File: src/rtl/seven_seg_scan_controller.sv
// Multiplexed hex display scanner: one shared 7-segment encoder and one
// shared segment bus, scanned digit by digit with dark gaps between digits
// to suppress ghosting. The display value is taken through a valid/ready
// handshake and only changes at frame boundaries (or while scanning is off).
module seven_seg_scan_controller #(
  parameter int NUM_DIGITS       = 4,
  parameter int SCAN_DIV         = 50000,
  parameter int BLANK_CYCLES     = 16,
  parameter int ACTIVE_LOW_ANODE = 1
) (
  input  logic                    clk,
  input  logic                    reset,
  input  logic                    enable,
  input  logic                    load_valid,
  output logic                    load_ready,
  input  logic [4*NUM_DIGITS-1:0] load_value,
  input  logic [NUM_DIGITS-1:0]   load_dp,
  input  logic                    blank_lz,
  output logic [3:0]              hex_nibble,
  input  logic [7:0]              hex_segments,
  output logic [7:0]              seg_out,
  output logic [NUM_DIGITS-1:0]   digit_sel,
  output logic                    frame_done
);

  // One counter serves both phases, so it is sized for the longer one.
  localparam int CNT_LIM = (SCAN_DIV > BLANK_CYCLES) ? SCAN_DIV : BLANK_CYCLES;
  localparam int CNT_W   = (CNT_LIM > 1) ? $clog2(CNT_LIM) : 1;
  localparam int IDX_W   = $clog2(NUM_DIGITS);

  localparam logic [CNT_W-1:0]      BLANK_LAST = CNT_W'(BLANK_CYCLES - 1);
  localparam logic [CNT_W-1:0]      SHOW_LAST  = CNT_W'(SCAN_DIV - 1);
  localparam logic [IDX_W-1:0]      IDX_LAST   = IDX_W'(NUM_DIGITS - 1);
  localparam logic [NUM_DIGITS-1:0] SEL_OFF    = {NUM_DIGITS{ACTIVE_LOW_ANODE != 0}};

  typedef enum logic {ST_BLANK, ST_SHOW} state_t;

  state_t                         state_q, state_d;
  logic [CNT_W-1:0]               cnt_q, cnt_d;
  logic [IDX_W-1:0]               idx_q, idx_d;
  logic [NUM_DIGITS-1:0][3:0]     disp_val_q, disp_val_d;
  logic [NUM_DIGITS-1:0]          disp_dp_q, disp_dp_d;
  logic [NUM_DIGITS-1:0][3:0]     pend_val_q, pend_val_d;
  logic [NUM_DIGITS-1:0]          pend_dp_q, pend_dp_d;
  // load_ready low means the pending register holds a value not yet shown.
  logic                           load_ready_q, load_ready_d;
  logic [7:0]                     seg_out_q, seg_out_d;
  logic [NUM_DIGITS-1:0]          digit_sel_q, digit_sel_d;
  logic                           frame_done_q, frame_done_d;

  logic                           apply;
  logic                           lit;
  logic                           zero_above;
  logic [NUM_DIGITS-1:0]          lz_blank;
  logic [NUM_DIGITS-1:0]          onehot;

  assign hex_nibble = disp_val_q[idx_q];
  assign load_ready = load_ready_q;
  assign seg_out    = seg_out_q;
  assign digit_sel  = digit_sel_q;
  assign frame_done = frame_done_q;

  // Leading-zero mask: digit i>0 is dark when it and every higher nibble are zero.
  always_comb begin
    lz_blank   = '0;
    zero_above = blank_lz;
    for (int i = NUM_DIGITS - 1; i >= 1; i--) begin
      zero_above  = zero_above && (disp_val_q[i] == 4'h0);
      lz_blank[i] = zero_above;
    end
  end

  // Scan FSM, frame boundary detection and load handshake.
  always_comb begin
    state_d      = state_q;
    cnt_d        = cnt_q;
    idx_d        = idx_q;
    frame_done_d = 1'b0;
    apply        = 1'b0;
    disp_val_d   = disp_val_q;
    disp_dp_d    = disp_dp_q;
    pend_val_d   = pend_val_q;
    pend_dp_d    = pend_dp_q;
    load_ready_d = load_ready_q;

    if (!enable) begin
      // Scanning off: park at the start of digit 0 and flush any pending value.
      state_d = ST_BLANK;
      cnt_d   = '0;
      idx_d   = '0;
      apply   = !load_ready_q;
    end else begin
      case (state_q)
        ST_BLANK: begin
          if (cnt_q == BLANK_LAST) begin
            state_d = ST_SHOW;
            cnt_d   = '0;
          end else begin
            cnt_d = cnt_q + CNT_W'(1);
          end
        end
        ST_SHOW: begin
          if (cnt_q == SHOW_LAST) begin
            state_d = ST_BLANK;
            cnt_d   = '0;
            idx_d   = (idx_q == IDX_LAST) ? '0 : idx_q + IDX_W'(1);
            if (idx_q == IDX_LAST) begin
              frame_done_d = 1'b1;
              apply        = !load_ready_q;
            end
          end else begin
            cnt_d = cnt_q + CNT_W'(1);
          end
        end
        default: state_d = ST_BLANK;
      endcase
    end

    // Transfer and apply never coincide: one needs ready high, the other low.
    if (apply) begin
      disp_val_d   = pend_val_q;
      disp_dp_d    = pend_dp_q;
      load_ready_d = 1'b1;
    end else if (load_valid && load_ready_q) begin
      pend_val_d   = load_value;
      pend_dp_d    = load_dp;
      load_ready_d = 1'b0;
    end
  end

  // Pin drivers: registered one cycle behind state/idx; dark whenever not showing.
  always_comb begin
    lit         = enable && (state_q == ST_SHOW);
    onehot      = '0;
    onehot[idx_q] = 1'b1;
    seg_out_d   = 8'hFF;
    digit_sel_d = SEL_OFF;
    if (lit) begin
      seg_out_d   = {~disp_dp_q[idx_q], lz_blank[idx_q] ? 7'h7F : hex_segments[6:0]};
      digit_sel_d = (ACTIVE_LOW_ANODE != 0) ? ~onehot : onehot;
    end
  end

  // State and datapath registers.
  always_ff @(posedge clk or posedge reset) begin
    if (reset) begin
      state_q      <= ST_BLANK;
      cnt_q        <= '0;
      idx_q        <= '0;
      disp_val_q   <= '0;
      disp_dp_q    <= '0;
      pend_val_q   <= '0;
      pend_dp_q    <= '0;
      load_ready_q <= 1'b1;
      seg_out_q    <= 8'hFF;
      digit_sel_q  <= SEL_OFF;
      frame_done_q <= 1'b0;
    end else begin
      state_q      <= state_d;
      cnt_q        <= cnt_d;
      idx_q        <= idx_d;
      disp_val_q   <= disp_val_d;
      disp_dp_q    <= disp_dp_d;
      pend_val_q   <= pend_val_d;
      pend_dp_q    <= pend_dp_d;
      load_ready_q <= load_ready_d;
      seg_out_q    <= seg_out_d;
      digit_sel_q  <= digit_sel_d;
      frame_done_q <= frame_done_d;
    end
  end

endmodule
File: config.mk
export PLATFORM = sky130hd
export DESIGN_NAME = seven_seg_scan_controller
export DESIGN_NICKNAME = d
export VERILOG_FILES = /design/src/rtl/seven_seg_scan_controller.sv
export SDC_FILE = /design/constraint.sdc
export NUM_CORES = 1
export LEC_CHECK = 0
export CORE_ASPECT_RATIO = 0.75
export CORE_MARGIN = 2
export CORE_UTILIZATION = 30
export CTS_BUF_LIST = sky130_fd_sc_hd__clkbuf_8
export DETAILED_ROUTE_END_ITERATION = 16
export GPL_TIMING_DRIVEN = 0
export PLACE_DENSITY = 0.49
export SLEW_MARGIN = 20
export SYNTH_ARGS = -nofsm -noshare
export SYNTH_HDL_FRONTEND = slang
export SYNTH_SLANG_ARGS = --single-unit
export TNS_END_PERCENT = 100
File: constraint.sdc
create_clock -name clk -period 2.9 [get_ports clk]
set_input_delay 0.435 -clock clk [delete_from_list [all_inputs] [get_ports clk]]
set_output_delay 0.435 -clock clk [all_outputs]
set_load 0.01 [all_outputs]
## Yosys cells after proc, flatten, opt, wreduce, memory -nomap -nowiden

Cells that the tools add are included.

- Bits in registers: 73
- Word-level logic and storage cells: 76
- Output and inout bits: 18
- Input bits: 33

- Bitwise logic cells: 4
- Eq/ne operators: 5
- Order comparisons: 2
- Mux-type cells: 33
- Add/sub/neg operators: 2
- Reduce and logical (&&, ||, !) cells: 13

Operator list:

| operator | count |
|---|---|
| 16-bit 2-to-1 mux | 3 |
| 16-bit one-hot mux with 2 select lines | 1 |
| 16-bit by 1-bit adder with 16-bit output, second input constant | 1 |
| 16-bit equality test, second input constant | 1 |
| 16-bit by 4-bit equality test with 1-bit output, second input constant | 1 |
| 1-bit 2-to-1 mux | 16 |
| 4-bit logical NOT | 3 |
| 4-bit binary-select mux with 2-bit select | 1 |
| 2-bit 2-to-1 mux | 4 |
| 4-bit 2-to-1 mux | 2 |
| 8-bit 2-to-1 mux | 1 |
| 7-bit 2-to-1 mux | 1 |
| 1-bit logical AND | 6 |
| 1-bit binary-select mux with 2-bit select | 2 |
| 2-bit by 1-bit inequality test with 1-bit output, second input constant | 2 |
| 4-bit inverter | 1 |
| 2-bit AND reduction | 2 |
| 2-bit by 3-bit less-than comparator with 1-bit output, second input constant | 1 |
| 1-bit inverter | 3 |
| 2-bit by 1-bit adder with 2-bit output, second input constant | 1 |
| 1-bit demux with 2-bit select | 1 |
| 2-bit equality test, second input constant | 1 |
| 2-bit by 1-bit >= comparator with 1-bit output, second input constant | 1 |
| 1-bit one-hot mux with 2 select lines | 1 |
| 2 further kinds | 2 |

## Longest topological paths before layout

Gate-level depths: netlist of the first run.

- Depth in word-level cells: 8
- Gate-level depth with buffers: 8

## Worst setup path before layout of the first run

No wires, ideal clock.

- Path kind: reg2reg
- Start: reg cnt_q[0]
- End: reg disp_dp_q[0]
- Arrival time: 1,672 ps
- Setup slack: 1,090 ps
- Cell stages (with the launch flop): 9
- Data required time: 2,762 ps
- Path through: dfrtp_1 > ha_1 > and3_1 > clkbuf_1 > and3_1 > buf_4 > buf_2 > a41oi_1 > o211ai_1

- Longest elaborated chain between the ends: 4

RTL lines:

| element | RTL line | source |
|---|---|---|
| start, declared | 39 | `logic [CNT_W-1:0] cnt_q, cnt_d;` |
| start signal, assigned | 160 | `cnt_q <= cnt_d;` |
| 16-bit equality test | 103 | `if (cnt_q == SHOW_LAST) begin` |
| 1-bit 2-to-1 mux | 103 |  |
| 1-bit 2-to-1 mux | 93 | `case (state_q)` |
| 1-bit 2-to-1 mux | 86 | `if (!enable) begin` |
| end signal, assigned | 163 | `disp_dp_q <= disp_dp_d;` |
| end, declared | 42 | `logic [NUM_DIGITS-1:0] disp_dp_q, disp_dp_d;` |

No other way between the ends.
A chain may end at the register's enable or synchronous reset.

## Final worst setup path of the first run

- Start: reg idx_q[0]
- End: out hex_nibble[3]

- Longest elaborated chain between the ends: 2

RTL lines:

| element | RTL line | source |
|---|---|---|
| start, declared | 40 | `logic [IDX_W-1:0] idx_q, idx_d;` |
| start signal, assigned | 161 | `idx_q <= idx_d;` |
| 4-bit binary-select mux with 2-bit select | 57 | `assign hex_nibble = disp_val_q[idx_q];` |
| 4-bit 2-to-1 mux (implied by the code) | 57 |  |
| end, declared | 19 | `output logic [3:0] hex_nibble,` |

No other way between the ends. The select of a mux whose other input is x is not followed.

==> results of run 1 <==
## power groups by stage
| stage | Combinational [uW] | Sequential [uW] | Clock [uW] |
|---|---|---|---|
| 6_report | 352 | 1190 | 946 |
| 3_5_place_dp | 355 | 1200 | 0 |
| 5_1_grt | 390 | 1200 | 1020 |
| 3_3_place_gp | 342 | 1200 | 0 |
| 4_1_cts | 357 | 1190 | 970 |
| 2_1_floorplan | 240 | 1170 | 0 |
## through the flow
stage | util (%) | std cells | setup TNS [ns] | total power, uW | hold WS, ns
after floorplan | - | 369 | 0 | 1410 | 0.460
after detailed placement | 36.6 | 584 | 0 | 1560 | 0.486
final | 38.6 | 600 | 0 | 2480 | 0.424
after CTS | 38.6 | 600 | 0 | 2510 | 0.430
after global routing | 38.6 | 600 | 0 | 2610 | 0.446
after global placement | 36.4 | 583 | -50.44 | 1540 | 0.485
## layer usage
layer	part of all wire, %	GRT usage, %	vias up
li1	-	-	1509
met1	49	25.2	1609
met2	42	23.8	142
met3	8.0	4.65	10
met4	1.0	4.13	0
met5	0	0	-
## how the worst max path moves through the flow
stage	from	endpoint	slack (ns)
after floorplan	reset	cnt_q[0]	0.63
after global routing	idx_q[0]	hex_nibble[3]	0.01
final	idx_q[0]	hex_nibble[3]	0.15
after CTS	idx_q[0]	hex_nibble[3]	0.09
after detailed placement	idx_q[0]	hex_nibble[3]	0.49
after global placement	reset	frame_done	-0.83
## cells by family after synthesis
family	count (synthesis)
XOR/XNOR	13
flip-flops	73
adder cells (fa/ha/maj)	5
AO/OA/AOI/OAI	94
AND/OR/NAND/NOR	120
buffers and inverters	39
multiplexers	25
## area by class of cell
cell class | instances | area, um2
clock buffer | 12 | 165
clock inverter | 4 | 73.8
multi-input combinational | 257 | 1810
buffer | 31 | 125
tap | 166 | 208
fill | 1220 | 7590
timing repair buffer | 49 | 508
sequential | 73 | 1840
inverter | 8 | 32.5
## sequential cells by signal, summed over array words and instances, names as in the netlist, 2 cells and up
signal	cells
pend_dp_q	4
idx_q	2
pend_val_q	16
digit_sel	4
disp_dp_q	4
disp_val_q	16
cnt_q	16
seg_out	8
## cell usage after synthesis
master,count
a211oi_1,2
a211oi_2,1
a21o_1,1
a21oi_1,24
a31oi_1,20
a41o_1,1
a41oi_1,20
and2_1,1
and3_1,2
buf_1,1
buf_2,4
buf_4,1
clkbuf_1,25
dfrtp_1,60
dfstp_2,13
ha_1,5
inv_1,8
mux2_2,20
mux4_2,5
nand2_1,39
nand3_1,6
nand3_2,1
nand4_1,5
nor2_1,10
nor3_1,21
nor3_2,1
nor3b_1,21
nor4_1,5
nor4_2,1
o211ai_1,21
o21a_1,1
o21ai_0,2
o31a_1,1
or3_1,3
or4_1,3
or4_4,1
xnor2_1,11
xor2_1,2
## layout by cell type, fill, tap and decap left out, types with 6 or more instances in the layout
master           instances
dfstp_2                 13
dfrtp_1                 60
clkbuf_8                12
nor3_1                  21
inv_1                    7
a41oi_1                 20
nor3b_1                 21
nand2_1                 39
mux2_2                  20
a21oi_1                 24
clkbuf_1                25
nor2_1                  10
clkdlybuf4s50_1         48
nand3_1                  6
o211ai_1                21
a31oi_1                 20
xnor2_1                 11
## worst max-delay path, delay by kind of cell, from the launching register on
family	cells	cell delay [ns]
buffers and inverters	2	0.98
flip-flops	1	0.37
multiplexers	1	0.61
==> summary.md, run 1 <==
| Metric | Value |
|---|---|
| Final Hold Viols | 0 |
| Internal power | 1850 uW |
| Mapped Area | 3800 um2 |
| Die ar. | 13600 um2 |
| Die X-Extent | 134 um |
| Hold-fix buffers, CTS | 0 |
| Psw | 633 uW |
| PnR worst setup slack | 0.149 ns |
| Worst skew pair latency | 0.36 ns |
| Die height | 102 um |
| Crit-path max cell delay | 0.61 ns |
| Min-delay worst type | in2async |
| Worst endpoint required time | 2.47 ns |
| Share of cells above drive strength 1 | 15.2% |
| Leak | 0.00170 uW |
| Initial antenna violation count | 0 |
| Remaining antenna violation count after routing | 0 |
| Compound-Gate Fraction of Synth Area | 17.1% |
| Post-synth cell types | 38 |
| Final Critical Period | 2.75 ns |
| Post-DR vias/cell | 5.45 |
| Outcome | complete, no violations |
| Residual DRC | 0 |
| Core area | 12300 um2 |
| Routability cong. | 0.841 |
| Initial core utilization | 30.8% |
| Critical path, cell by cell | clkbuf_1 > mux4_2 > clkdlybuf4s50_1 |
| Final non-filler cell area | 4760 um2 |
| Row count | 35 |
| R2R depth | 8 |
| Post-CTS setup buffers | 0 |
| Synthesis-to-layout area growth | 25.2% |
| Critical path endpoint category | primary output |
| HPWL Detailed | 7540 um |
| Cells after Synth | 369 |
| GRT Util Overall | 16.8% |
| Pin count of the biggest net entering global routing | 45 |
| Total grt overflow | 0 |
| FMAX | 0.363 GHz |
| First-pass GRT wire length | 17500 um |
| Drt pass-1 iters | 4 |
| Clk_skew | 0.0106 ns |
| Slew of the pin with the lowest slew margin | 0.823 ns |
| Max_slew headroom | 45.2% |
| FF-to-FF setup slack | 0.67 ns |
| Largest family of logic cells by synthesized area | compound AO/OA/AOI/OAI gates |
| Worst EP arrival | 2.32 ns |
| Avg WL per Cell | 18.1 um |
| # IOs | 51 |
| Peak VDD IR | 0.256 mV |
| Post-synthesis sequential area ratio | 48.4% |
| Area post-placement | 4520 um2 |
| Max FO, Critical Path | 8 |
| Sequential share of power | 47.7% |
| DR vias | 3270 |
| Synthesized net count | 407 |
| Vias in the first global route | 3103 |
| Post-Synth Simple-Gate Area | 16.9% |
| Antenna Cells | 0 |
| Port Buffers | 48 |
| Syn avg cell area | 10.3 um2 |
| Depth of the CTS H-tree | 3 |
| Max-cap viol count | 0 |
| Switching share of power | 25.5% |
| Post-synthesis xor/xnor area fraction | 2.99% |
| Comb power frac | 14.2% |
| Bufs on Longest Clock Path | 2 |
| Post-CTS Resized | 0 |
| Layout net count | 467 |
| Root Driver | clkbuf_8 |
| Detailed Route WL | 10800 um |
| Reg2reg start | cnt_q[0] |
| Final-report max-slew violation count | 0 |
| Critical path launch point type | flop |
| Worst reg2reg endpoint | cnt_q[11] |
| Adder-cell share of the synthesized area | 1.64% |
| CTS Buf Count | 9 |
| CP Class | reg2out |
| Slowest-stage cell, CP | mux4_2 |
| Yosys top cell area share | 39.5% |
| CTS sink count | 73 |
| Period utilization | 94.9% |
| Place WS | 0.490 ns |
| Clock slew at reported path FFs | 0.08 ns |
| TritonCTS clock tree | done |
| Top post-synthesis cells by area | dfrtp_1 (39%), dfstp_2 (9.0%), mux2_2 (5.9%), a41oi_1 (4.6%), nor3b_1 (4.1%) |
| PwrDens | 521 nW/um2 |
| Mux contribution to synthesized area | 8.88% |
| 1st-iter DRT viols | 282 |
| # setup viols final | 0 |
| Yosys warning count | 0 |
| Clk pwr share | 38.1% |
| RSZ-0062 raised after global routing | false |
| Post-synth top area cell | dfrtp_1 |
| Register bit total from synthesis | 73 |
Note: power is estimated with default switching activity, not from simulation.
==> run 2, diff against run 1 <==
--- a/config.mk
+++ b/config.mk
@@ -5,6 +5,7 @@
 export SDC_FILE = /design/constraint.sdc
 export NUM_CORES = 1
 export LEC_CHECK = 0
+export CAP_MARGIN = 0
 export CORE_ASPECT_RATIO = 0.75
 export CORE_MARGIN = 2
 export CORE_UTILIZATION = 30
==> constraint.sdc (replaced) <==
create_clock -name clk -period 3.09 [get_ports clk]
set_input_delay 0.4635 -clock clk [delete_from_list [all_inputs] [get_ports clk]]
set_output_delay 0.4635 -clock clk [all_outputs]
set_load 0.01 [all_outputs]
==> results of run 2 <==
The final DEF is identical to that of run 1. Status: complete, no violations.
Among the figures that moved: setup slack after placement 0.490 ns -> 0.651 ns; setup slack after layout 0.149 ns -> 0.310 ns; hold slack 0.424 ns -> 0.452 ns; register-to-register setup slack 0.67 ns -> 0.86 ns; total power 2480 uW -> 2330 uW; worst IR drop on VDD 0.256 mV -> 0.240 mV
